## config.mk

```make
export PLATFORM = sky130hd
export DESIGN_NAME = control_sequencer
export DESIGN_NICKNAME = d
export VERILOG_FILES = /design/src/rtl/cpu_ctrl_pkg.sv /design/src/rtl/instr_decode.sv /design/src/rtl/control_sequencer.sv
export SDC_FILE = /design/constraint.sdc
export NUM_CORES = 1
export LEC_CHECK = 0
export BUFFER_PORTS_ARGS = -buffer_cell sky130_fd_sc_hd__clkbuf_2
export CAP_MARGIN = 20
export CORE_MARGIN = 3
export CORE_UTILIZATION = 40
export DETAILED_ROUTE_END_ITERATION = 8
export MAX_ROUTING_LAYER = met4
export PLACE_DENSITY = 0.88
export SLEW_MARGIN = 20
export SYNTH_ARGS = -nofsm -noshare
export SYNTH_HDL_FRONTEND = slang
export SYNTH_SLANG_ARGS = --single-unit
export TNS_END_PERCENT = 5
```

## constraint.sdc

```tcl
create_clock -name clk -period 2.4 [get_ports clk]
set_input_delay 0 -clock clk [delete_from_list [all_inputs] [get_ports clk]]
set_output_delay 0 -clock clk [all_outputs]
set_load 0.005 [all_outputs]
```

## src/rtl/cpu_ctrl_pkg.sv

```systemverilog
// rtl/cpu_ctrl_pkg.sv - shared state, opcode, ALU and bus-index definitions for the CPU control path
package cpu_ctrl_pkg;

    typedef enum logic [3:0] {
        S_IDLE,
        S_T0,
        S_T1,
        S_T2,
        S_T3,
        S_T4,
        S_T5,
        S_T6,
        S_HALTED,
        S_ERROR
    } state_t;

    typedef enum logic [2:0] {
        CLS_ALU,
        CLS_MULDIV,
        CLS_NOP,
        CLS_HALT,
        CLS_ILLEGAL
    } op_class_t;

    localparam logic [4:0] OP_ADD  = 5'b00011;
    localparam logic [4:0] OP_SUB  = 5'b00100;
    localparam logic [4:0] OP_AND  = 5'b00101;
    localparam logic [4:0] OP_OR   = 5'b00110;
    localparam logic [4:0] OP_SHR  = 5'b00111;
    localparam logic [4:0] OP_SHL  = 5'b01000;
    localparam logic [4:0] OP_ROR  = 5'b01001;
    localparam logic [4:0] OP_ROL  = 5'b01010;
    localparam logic [4:0] OP_MUL  = 5'b01111;
    localparam logic [4:0] OP_DIV  = 5'b10000;
    localparam logic [4:0] OP_NOP  = 5'b11010;
    localparam logic [4:0] OP_HALT = 5'b11011;

    localparam logic [3:0] ALU_PASS = 4'd0;
    localparam logic [3:0] ALU_ADD  = 4'd1;
    localparam logic [3:0] ALU_SUB  = 4'd2;
    localparam logic [3:0] ALU_AND  = 4'd3;
    localparam logic [3:0] ALU_OR   = 4'd4;
    localparam logic [3:0] ALU_SHR  = 4'd5;
    localparam logic [3:0] ALU_SHL  = 4'd6;
    localparam logic [3:0] ALU_ROR  = 4'd7;
    localparam logic [3:0] ALU_ROL  = 4'd8;
    localparam logic [3:0] ALU_MUL  = 4'd9;
    localparam logic [3:0] ALU_DIV  = 4'd10;

    localparam int BUS_W     = 25;
    localparam int BUS_HI    = 16;
    localparam int BUS_LO    = 17;
    localparam int BUS_ZHIGH = 18;
    localparam int BUS_ZLOW  = 19;
    localparam int BUS_PC    = 20;
    localparam int BUS_IR    = 21;
    localparam int BUS_MDR   = 22;
    localparam int BUS_MAR   = 23;
    localparam int BUS_Y     = 24;

    function automatic logic [BUS_W-1:0] bus_bit(input int idx);
        return BUS_W'(1) << idx;
    endfunction

endpackage

```

## src/rtl/instr_decode.sv

```systemverilog
// rtl/instr_decode.sv - combinational IR decode into opcode class, ALU code and one-hot register selects
module instr_decode
    import cpu_ctrl_pkg::*;
(
    input  logic [31:0] ir_i,
    output op_class_t   op_class_o,
    output logic [3:0]  alu_op_o,
    output logic [15:0] ra_oh_o,
    output logic [15:0] rb_oh_o,
    output logic [15:0] rc_oh_o
);

    // Low IR bits carry immediates the sequencer never looks at.
    logic unused_ir_low;
    assign unused_ir_low = ^ir_i[14:0];

    assign ra_oh_o = 16'(1) << ir_i[26:23];
    assign rb_oh_o = 16'(1) << ir_i[22:19];
    assign rc_oh_o = 16'(1) << ir_i[18:15];

    always_comb begin
        op_class_o = CLS_ILLEGAL;
        alu_op_o   = ALU_PASS;
        case (ir_i[31:27])
            OP_ADD:  begin op_class_o = CLS_ALU;    alu_op_o = ALU_ADD; end
            OP_SUB:  begin op_class_o = CLS_ALU;    alu_op_o = ALU_SUB; end
            OP_AND:  begin op_class_o = CLS_ALU;    alu_op_o = ALU_AND; end
            OP_OR:   begin op_class_o = CLS_ALU;    alu_op_o = ALU_OR;  end
            OP_SHR:  begin op_class_o = CLS_ALU;    alu_op_o = ALU_SHR; end
            OP_SHL:  begin op_class_o = CLS_ALU;    alu_op_o = ALU_SHL; end
            OP_ROR:  begin op_class_o = CLS_ALU;    alu_op_o = ALU_ROR; end
            OP_ROL:  begin op_class_o = CLS_ALU;    alu_op_o = ALU_ROL; end
            OP_MUL:  begin op_class_o = CLS_MULDIV; alu_op_o = ALU_MUL; end
            OP_DIV:  begin op_class_o = CLS_MULDIV; alu_op_o = ALU_DIV; end
            OP_NOP:  op_class_o = CLS_NOP;
            OP_HALT: op_class_o = CLS_HALT;
            default: op_class_o = CLS_ILLEGAL;
        endcase
    end

endmodule

```

## src/rtl/control_sequencer.sv

```systemverilog
// rtl/control_sequencer.sv - multi-cycle fetch/decode/execute control FSM driving bus selects and load enables
module control_sequencer
    import cpu_ctrl_pkg::*;
(
    input  logic        clk,
    input  logic        clr,
    input  logic        start,
    input  logic [31:0] ir,
    input  logic        mem_ready,
    output logic [24:0] bus_sel,
    output logic [24:0] in_en,
    output logic [3:0]  alu_op,
    output logic        inc_pc,
    output logic        read,
    output logic        busy,
    output logic        halted,
    output logic        illegal
);

    state_t      state_q, state_d;
    logic [3:0]  wait_q, wait_d;

    op_class_t   dec_class;
    logic [3:0]  dec_alu_op;
    logic [15:0] ra_oh, rb_oh, rc_oh;

    instr_decode u_instr_decode (
        .ir_i       (ir),
        .op_class_o (dec_class),
        .alu_op_o   (dec_alu_op),
        .ra_oh_o    (ra_oh),
        .rb_oh_o    (rb_oh),
        .rc_oh_o    (rc_oh)
    );

    always_ff @(posedge clk or negedge clr) begin
        if (!clr) begin
            state_q <= S_IDLE;
            wait_q  <= 4'd0;
        end else begin
            state_q <= state_d;
            wait_q  <= wait_d;
        end
    end

    always_comb begin
        state_d = state_q;
        wait_d  = wait_q;
        bus_sel = '0;
        in_en   = '0;
        alu_op  = ALU_PASS;
        inc_pc  = 1'b0;
        read    = 1'b0;
        busy    = 1'b0;
        halted  = 1'b0;
        illegal = 1'b0;

        case (state_q)
            S_IDLE: begin
                if (start) state_d = S_T0;
            end
            S_T0: begin
                busy    = 1'b1;
                bus_sel = bus_bit(BUS_PC);
                in_en   = bus_bit(BUS_MAR) | bus_bit(BUS_ZLOW);
                inc_pc  = 1'b1;
                wait_d  = 4'd0;
                state_d = S_T1;
            end
            S_T1: begin
                busy    = 1'b1;
                read    = 1'b1;
                bus_sel = bus_bit(BUS_ZLOW);
                // A zero wait count marks the first T1 cycle, the only one that loads PC.
                if (wait_q == 4'd0) in_en = in_en | bus_bit(BUS_PC);
                if (mem_ready) begin
                    in_en   = in_en | bus_bit(BUS_MDR);
                    state_d = S_T2;
                end else if (wait_q == 4'd15) begin
                    state_d = S_ERROR;
                end else begin
                    wait_d = wait_q + 4'd1;
                end
            end
            S_T2: begin
                busy    = 1'b1;
                bus_sel = bus_bit(BUS_MDR);
                in_en   = bus_bit(BUS_IR);
                state_d = S_T3;
            end
            S_T3: begin
                // Rb is driven even for nop/halt/illegal so the bus stays one-hot while busy.
                busy    = 1'b1;
                bus_sel = {9'd0, rb_oh};
                case (dec_class)
                    CLS_ALU, CLS_MULDIV: begin
                        in_en   = bus_bit(BUS_Y);
                        state_d = S_T4;
                    end
                    CLS_NOP:  state_d = S_T0;
                    CLS_HALT: state_d = S_HALTED;
                    default:  state_d = S_ERROR;
                endcase
            end
            S_T4: begin
                busy    = 1'b1;
                bus_sel = {9'd0, rc_oh};
                alu_op  = dec_alu_op;
                in_en   = bus_bit(BUS_ZLOW) | bus_bit(BUS_ZHIGH);
                state_d = S_T5;
            end
            S_T5: begin
                busy    = 1'b1;
                bus_sel = bus_bit(BUS_ZLOW);
                if (dec_class == CLS_MULDIV) begin
                    in_en   = bus_bit(BUS_LO);
                    state_d = S_T6;
                end else begin
                    in_en   = {9'd0, ra_oh};
                    state_d = S_T0;
                end
            end
            S_T6: begin
                busy    = 1'b1;
                bus_sel = bus_bit(BUS_ZHIGH);
                in_en   = bus_bit(BUS_HI);
                state_d = S_T0;
            end
            S_HALTED: halted  = 1'b1;
            S_ERROR:  illegal = 1'b1;
            default:  state_d = S_ERROR;
        endcase
    end

endmodule

```

==> impl_metrics.toml, run 1 <==
[clock_tree]
clk_pin_slew_ns = 0.06
clock-sinks = 8
cts_root_buf = "clkbuf_4"
cts_buffer_depth = 2
tritoncts = "yes"
cts_buffers = 3
cts_max_level = 1
clk_latency_ns = 0.26

[die]
die_x_um = 60.6
rows = 19
initial_utilization = 0.425
ios = 95
dieArea_mm2 = 0.00367
core_region_area_mm2 = 0.00281
die_h_um = 60.6

[route]
dr.pass1.iters = 4
wirelength_mm = 3.39
routed_via_density = 5.41
num_vias = 1510
wl_per_cell_um = 12.1
ant_nets = 0
drtIter0Drc = 100
remaining_drc_errors = 0

[setup_path]
worstPathCellList = "nand2b_1 > or2_2 > inv_4 > mux2_2 > nor3_1 > clkbuf_2"
cp-end-kind = "output pin"
crit_path_start = "state_q[1]$_DFFE_PN0P_"
worst-endpoint-arrival_ns = 2.25
cp_slowest_cell = "dfrtp_2"
startpoint_type = "flop"
critPathMaxStageDelay_ns = 0.48
critPathKind = "reg2out"
reg2reg_slack_ns = 0.33
cp.depth = 6
required_ns = 2.40
reg2reg_depth = 5
r2r_end = "wait_q[2]$_DFFE_PN0P_"
crit_fanout = 16
path_buf_inv = 2
crit_end = "bus_sel[8]"
timing.rr.start = "state_q[0]$_DFFE_PN0P_"
cp_top_family = "simple AND/OR/NAND/NOR gates"

[cells_and_area]
drive_gt1_frac = 0.371
multiInputGateArea_um2 = 885
seq_area_um2 = 201
nNetsFinal = 288
synthToLayoutAreaGrowth_pct = 32.6
fill_cells = 253
antenna_cells = 0
design_area_mm2 = 0.00158

[timing]
tns_ns = 0
maxSlewHeadroom = 0.580
period_share = 0.937
worstMarginPinSlew_ns = 0.625
rsz0062_at_grt = "false"
setup_viol = 0
clock_skew_ns = 0.00630
maxSlewViolCount = 0
hold_ws_ns = 0.123
period_minus_slack_ns = 2.25
fmax_mhz = 445
hold_violations = 0
layout_setup_ws_ns = 0.152

[global_routing]
grt_max_degree = 17
grt_pass1_vias = 1254
grt_use_total = 0.196
grt-ovfl-total = 0
grt_pass1_wl_mm = 5.38
antenna_found_initial = 0

[placed_design]
port_buffers = 74
place.gp.congestion = 0.920
dpl_worst_slack_ns = 0.324
dpl-instance-area_mm2 = 0.00154
dpl.hpwl_mm = 2.65

[logic_synthesis]
postSynthCellCount = 180
synth_warnings = 0
synth_edf_count = 0
seq_area_frac_synth = 0.168
synth_most_common_cell = "nor2_1"
synth-seq-cells = 8
yosys-top-cells-count = "nor2_1 (43), nor3_1 (17), nand2_1 (12)"
synthDominantCellAreaShare = 0.168
ys.flop_type = "dfrtp_1"
ys_top_cells_by_area = "dfrtp_1 (17%), nor2_1 (14%), nor3_1 (7.1%)"
yosysTopAreaCell = "dfrtp_1"
async_flop_share = 1.00
ys_types = 44
syn-cell-area_mm2 = 0.00119
synth_area_per_cell_um2 = 6.62

[pwr]
irDropWorstVdd_mv = 0.196
power_frac_comb = 0.601
switching_share = 0.460
power_density_mw_per_mm2 = 561
p_clk_frac = 0.121
p_int_uw = 479
p_switching_uw = 408
power.leakage_uw = 0.000787
seqPwrFrac = 0.278

[outcome]
status = "finished, final reports clean"

[worst_hold_path]
hold_class = "in2reg"

[run]
timing.max_cap.violations = 0
-- tightest hold or removal path, cell delays in order --
cell,delay [ns]
clkbuf_2,0.14
o32a_1,0.15
o21bai_1,0.06
-- logic make-up (layout without fill, tap and decap cells) --
logic type | count (synthesis) | count (layout) | share of synthesized area
AO/OA/AOI/OAI | 24 | 24 | 0.145
XOR/XNOR | 3 | 3 | 0.0221
other | 1 | 5 | 0.00315
adder cells (fa/ha/maj) | 2 | 2 | 0.0210
flip-flops | 8 | 8 | 0.168
multiplexers | 6 | 6 | 0.0536
buffers and inverters | 24 | 88 | 0.108
AND/OR/NAND/NOR | 112 | 112 | 0.479
-- metrics by stage --
step                      instances   util  power [uW]
after floorplan                 184      -         601
after global placement          275  0.547         754
after detailed placement        275  0.547         766
after CTS                       279  0.559         880
after global routing            279  0.563         976
final                           279  0.563         886
-- how the worst min path moves through the flow --
| stage | start | endpoint | slack, ns | cells after the start |
|---|---|---|---|---|
| floorplan | clr | state_q[0]$_DFFE_PN0P_ | -0.30 | 0 |
| finish | mem_ready | state_q[3]$_DFFE_PN0P_ | 0.12 | 3 |
| detailed placement | clr | wait_q[0]$_DFFE_PN0P_ | -0.14 | 1 |
| global placement | clr | wait_q[0]$_DFFE_PN0P_ | -0.14 | 1 |
| CTS | clr | wait_q[2]$_DFFE_PN0P_ | 0.12 | 2 |
| global route | mem_ready | state_q[3]$_DFFE_PN0P_ | 0.16 | 3 |
-- power by group through the flow --
| stage | registers (uW) | clock network (uW) | logic (uW) |
|---|---|---|---|
| after floorplan | 203 | 0 | 398 |
| after detailed placement | 245 | 0 | 521 |
| after global routing | 259 | 117 | 600 |
| after CTS | 244 | 110 | 526 |
| after global placement | 242 | 0 | 511 |
| final | 246 | 107 | 533 |
-- state kept, by name, indices dropped and copies added (netlist names) --
| register | count |
|---|---|
| state_q | 4 |
| wait_q | 4 |
-- cell usage in the layout, fill, tap and decap left out, types with 2 or more instances in the layout --
cell type  netlist  routed
nand3b_1         3       3
clkbuf_4         0       3
and2_1           3       3
or3_1            3       3
clkbuf_2         0      74
nand3_1          3       3
nor4b_1          3       3
buf_4            6       3
nor2b_1          2       2
xor2_1           2       2
or2_2            2       2
nor3_1          17      17
conb_1           1       5
mux2_2           3       3
nand2_1         12      12
dfrtp_1          8       7
a21oi_1          6       6
ha_1             2       2
mux2i_1          3       2
inv_1            6       6
nand4_1          2       2
nor3b_1          2       2
nand2b_1        11      11
nand4b_1         2       2
o21ai_0          7       7
nor2_1          43      43
-- routing by layer --
metal / part of all wire / track usage / wire (um) / vias to the layer above
li1: - / - / - / 755
met1: 0.44 / 0.251 / 1500 / 657
met2: 0.46 / 0.305 / 1550 / 89
met3: 0.084 / 0.0170 / 284 / 9
met4: 0.015 / 0.102 / 51 / 0
met5: 0 / - / 0 / -
-- cell type report --
class                           count  share of cell area
Multi-Input combinational cell    152               0.560
Timing Repair Buffer               78               0.255
Sequential cell                     8               0.128
Tap cell                           31              0.0246
Inverter                            7              0.0182
Clock buffer                        3              0.0143
-- what timing repair did --
action | 4_1_cts | 5_1_grt
gates resized for setup | 0 | 5
endpoints found under the hold margin | 8 | 0
endpoints found under the setup margin | 0 | 11
hold buffers | 1 | 0
buffers inserted | 0 | 0
Power figures use the tool's default switching activity.
==> inputs of run 2 (changes only) <==
--- a/config.mk
+++ b/config.mk
@@ -13,4 +13,5 @@
 export MAX_ROUTING_LAYER = met4
 export PLACE_DENSITY = 0.88
+export REMOVE_ABC_BUFFERS = 1
 export SLEW_MARGIN = 20
 export SYNTH_ARGS = -nofsm -noshare
==> constraint.sdc (replaced) <==
create_clock -name clk -period 2.4 [get_ports clk]
set_input_delay 0 -clock clk [delete_from_list [all_inputs] [get_ports clk]]
set_output_delay 0 -clock clk [all_outputs]
set_load 0.01 [all_outputs]
==> impl_metrics.toml, run 2 (synthesized netlist as in run 1, its figures left out) <==
[outcome]
status = "finished, final reports clean"

[route]
ant_nets = 0
remaining_drc_errors = 0
num_vias = 1459
routed_via_density = 5.21
dr.pass1.iters = 4
wl_per_cell_um = 11.2
drtIter0Drc = 20
wirelength_mm = 3.13

[setup_path]
cp-end-kind = "output pin"
critPathMaxStageDelay_ns = 0.43
worst-endpoint-arrival_ns = 2.20
cp_slowest_cell = "dfrtp_1"
crit_fanout = 16
startpoint_type = "flop"
critPathKind = "reg2out"
required_ns = 2.40
worstPathCellList = "nand2b_1 > or2_2 > inv_4 > mux2_2 > nor3_1 > clkbuf_2"

[global_routing]
grt-ovfl-total = 0
antenna_found_initial = 0
grt_max_degree = 17
grt_use_total = 0.163
grt_pass1_vias = 1123
grt_pass1_wl_mm = 4.64

[run]
timing.max_cap.violations = 0

[clock_tree]
clk_pin_slew_ns = 0.05
clock-sinks = 8
tritoncts = "yes"
cts_max_level = 1
cts_buffers = 3
post-cts-setup-buffers = 0
cts_root_buf = "clkbuf_4"
cts_buffer_depth = 2
clk_latency_ns = 0.24

[die]
rows = 19
core_region_area_mm2 = 0.00281
ios = 95
initial_utilization = 0.425
die_h_um = 60.6
die_x_um = 60.6
dieArea_mm2 = 0.00367

[placed_design]
place.gp.congestion = 0.890
dp_cells = 276
dpl.hpwl_mm = 2.56
port_buffers = 74

[cells_and_area]
fin_util = 0.563
fill_cells = 281
mostFrequentLayoutCells = "clkbuf_2 (74), nor2_1 (43), nor3_1 (17), nand2_1 (12), nand2b_1 (11)"
nNetsFinal = 289
drive_gt1_frac = 0.365
finalNonFillerCells = 280
final_common_cell = "clkbuf_2"
synthToLayoutAreaGrowth_pct = 32.6
antenna_cells = 0
seq_area_um2 = 201
multiInputGateArea_um2 = 877
reg_top3 = "state_q: 4 flops, wait_q: 4 flops"

[timing]
maxSlewViolCount = 0
tns_ns = 0
setup_viol = 0
period_minus_slack_ns = 2.20
maxSlewHeadroom = 0.656
clock_skew_ns = 0.00137
hold_violations = 0
fmax_mhz = 455
worstMarginPinSlew_ns = 0.512
rsz0062_at_grt = "false"
period_share = 0.915

[pwr]
irDropWorstVdd_mv = 0.501
power_density_mw_per_mm2 = 578
power.leakage_uw = 0.000787

[worst_hold_path]
hold_class = "in2reg"
==> run 2: layout make-up <==
type	count	area share
Multi-Input combinational cell	152	0.555
Timing Repair Buffer	79	0.260
Sequential cell	8	0.128
Tap cell	31	0.0246
Inverter	7	0.0182
Clock buffer	3	0.0143
==> run 2: what timing repair did <==
item                                    CTS  global route
hold buffers                              1             0
endpoints found under the setup margin    0             8
endpoints found under the hold margin     8             0
gates resized for setup                   0             3
==> run 2: worst max-delay path, delay by kind of cell (launching register included) <==
kind | cells | cell delay (ns)
buffers and inverters | 2 | 0.32
DFF | 1 | 0.43
muxes | 1 | 0.37
and+or+nand+nor | 3 | 0.82
==> run 2: final timing paths <==
check	slack, ns	depth (start not counted)	startpoint	end
setup / recovery	0.20	6	state_q[1]$_DFFE_PN0P_	bus_sel[8]
hold / removal	0.12	3	mem_ready	state_q[3]$_DFFE_PN0P_
setup reg to reg	0.40	5	state_q[2]$_DFFE_PN0P_	wait_q[3]$_DFFE_PN0P_
hold reg to reg	0.56	1	state_q[3]$_DFFE_PN0P_	state_q[3]$_DFFE_PN0P_
max in group asynchronous	2.07	2	clr	state_q[2]$_DFFE_PN0P_
min in group asynchronous	0.14	2	clr	wait_q[3]$_DFFE_PN0P_
==> run 2: through the flow <==
| step | power (uW) | hold slack (ns) | cell area, um2 | setup slack (ns) |
|---|---|---|---|---|
| after detailed placement | 810 | -0.147 | 1540 | 0.367 |
| after global placement | 797 | -0.149 | 1540 | 0.383 |
| final | 912 | 0.121 | 1580 | 0.204 |
| after floorplan | 577 | -0.296 | 1100 | 0.392 |
| after global routing | 1000 | 0.118 | 1580 | 0.0171 |
| after CTS | 915 | 0.116 | 1580 | 0.0920 |
==> run 2: routing by layer <==
metal	wire [um]	part of all wire	up-vias	GRT usage
li1	-	-	755	-
met1	1440	0.46	654	0.210
met2	1520	0.48	50	0.282
met3	174	0.056	0	0.0191
met4	0	0	0	0.0186
met5	0	0	-	-
==> run 2: power by group <==
group          internal (uW)  switching, uW  total [uW]
logic                    248            339         587
registers                175           52.1         227
clock network           56.9           41.1        98.0
==> inputs of run 3 (changes only) <==
- GPL_TIMING_DRIVEN: default -> 0
- HOLD_SLACK_MARGIN: default -> 0.1
- MAX_ROUTING_LAYER: met4 -> default
==> impl_metrics.toml, run 3 (synthesized netlist as in run 1, its figures left out) <==
[placed_design]
dp_cells = 272
port_buffers = 74
place.gp.congestion = 0.869
dpl.hpwl_mm = 2.61

[die]
die_h_um = 60.6
die_x_um = 60.6
ios = 95
initial_utilization = 0.425
rows = 19
dieArea_mm2 = 0.00367
core_region_area_mm2 = 0.00281

[route]
wirelength_mm = 3.16
num_vias = 1438
ant_nets = 0
remaining_drc_errors = 0
wl_per_cell_um = 11.3
dr.pass1.iters = 4
routed_via_density = 5.15
drtIter0Drc = 41

[cells_and_area]
reg_top3 = "state_q: 4 flops, wait_q: 4 flops"
seq_area_um2 = 205
nNetsFinal = 288
drive_gt1_frac = 0.383
antenna_cells = 0
mostFrequentLayoutCells = "clkbuf_2 (74), nor2_1 (43), nor3_1 (17), nand2_1 (12), nand2b_1 (10)"
finalNonFillerCells = 279
fill_cells = 275
final_common_cell = "clkbuf_2"
multiInputGateArea_um2 = 883
fin_util = 0.565
synthToLayoutAreaGrowth_pct = 33.0

[global_routing]
grt_use_total = 0.166
use_met1 = 0.208
grt-ovfl-total = 0
gr-usage-met3 = 0.0191
grt_pass1_wl_mm = 4.73
use_met2 = 0.289
antenna_found_initial = 0
grt_pass1_vias = 1109
top_usage_layer = "met2"
grt_max_degree = 17

[pwr]
power_frac_comb = 0.600
irDropWorstVdd_mv = 0.469
seqPwrFrac = 0.288
p_switching_uw = 443
p_int_uw = 489
switching_share = 0.475
power_density_mw_per_mm2 = 589
p_clk_frac = 0.112
power.leakage_uw = 0.000780

[setup_path]
worstPathCellList = "or2b_4 > or2_2 > inv_6 > mux2_2 > nor3_1 > clkbuf_2"
cp-end-kind = "output pin"
worst-endpoint-arrival_ns = 2.26
crit_fanout = 16
startpoint_type = "flop"
critPathKind = "reg2out"
cp_slowest_cell = "dfrtp_2"
required_ns = 2.40
critPathMaxStageDelay_ns = 0.46

[clock_tree]
cts_buffers = 3
clk_latency_ns = 0.25
cts_buffer_depth = 2
cts_max_level = 1
cts_root_buf = "clkbuf_4"
tritoncts = "yes"
clk_pin_slew_ns = 0.05
clock-sinks = 8

[timing]
period_minus_slack_ns = 2.26
hold_violations = 0
period_share = 0.940
clock_skew_ns = 0.000375
maxSlewViolCount = 0
setup_viol = 0
fmax_mhz = 443

[run]
timing.max_cap.violations = 0

[worst_hold_path]
hold_class = "in2async"

[outcome]
status = "finished, final reports clean"
[run 3: changes by cell type in the layout (fill, tap and decap cells not counted), sizes merged]
cell,change
buf,-1
[run 3: layout make-up]
type	count	area share
well taps	31	0.0245
repair buffers	78	0.254
flip-flops and latches	8	0.130
multi-input cells	152	0.558
clock buffers	3	0.0142
inverters	7	0.0197
[run 3: critical path: cells and delay by family, from the launching register on]
kind	cells	cell delay [ns]
simple gates	3	0.88
flops	1	0.46
mux	1	0.36
buf+inv	2	0.30
[run 3: worst paths after layout]
check                                  startpoint                      to  slack (ns)  cells after the start
setup / recovery           state_q[2]$_DFFE_PN0P_              bus_sel[8]        0.14                      6
hold / removal                                clr   wait_q[3]$_DFFE_PN0P_        0.12                      2
setup reg to reg           state_q[3]$_DFFE_PN0P_   wait_q[0]$_DFFE_PN0P_        0.30                      5
hold reg to reg             wait_q[1]$_DFFE_PN0P_   wait_q[1]$_DFFE_PN0P_        0.60                      2
max in group asynchronous                     clr  state_q[3]$_DFFE_PN0P_        2.08                      2
min in group clk                        mem_ready   wait_q[1]$_DFFE_PN0P_        0.13                      4
[run 3: per-stage QoR]
step | power (uW) | setup slack (ns) | cell area, um2 | hold slack, ns | TNS, ns
finish | 932 | 0.144 | 1580 | 0.122 | 0
global route | 1010 | -0.00239 | 1580 | 0.147 | -0.00239
CTS | 887 | 0.0388 | 1550 | 0.120 | 0
detailed placement | 769 | 0.192 | 1510 | -0.141 | 0
global placement | 756 | 0.216 | 1510 | -0.149 | 0
floorplan | 577 | 0.392 | 1100 | -0.296 | 0
[run 3: what timing repair did]
item | in CTS | in global routing
gates cloned | 0 | 0
hold buffers | 1 | 0
hold endpoints to repair | 8 | 0
resized for setup | 3 | 5
buffers inserted | 0 | 3
endpoints found under the setup margin | 4 | 12
[run 3: layer usage]
layer | routed length [um] | up-vias
met1 | 1400 | 629
met3 | 189 | 4
met4 | 37 | 0
met5 | 0 | -
li1 | - | 751
met2 | 1540 | 54
[run 3: power by group through the flow]
stage          Sequential, uW  Clock [uW]  Combinational [uW]
2_1_floorplan             248           0                 329
3_3_place_gp              273           0                 483
3_5_place_dp              273           0                 496
4_1_cts                   274         108                 505
5_1_grt                   280         113                 620
6_report                  269         104                 559
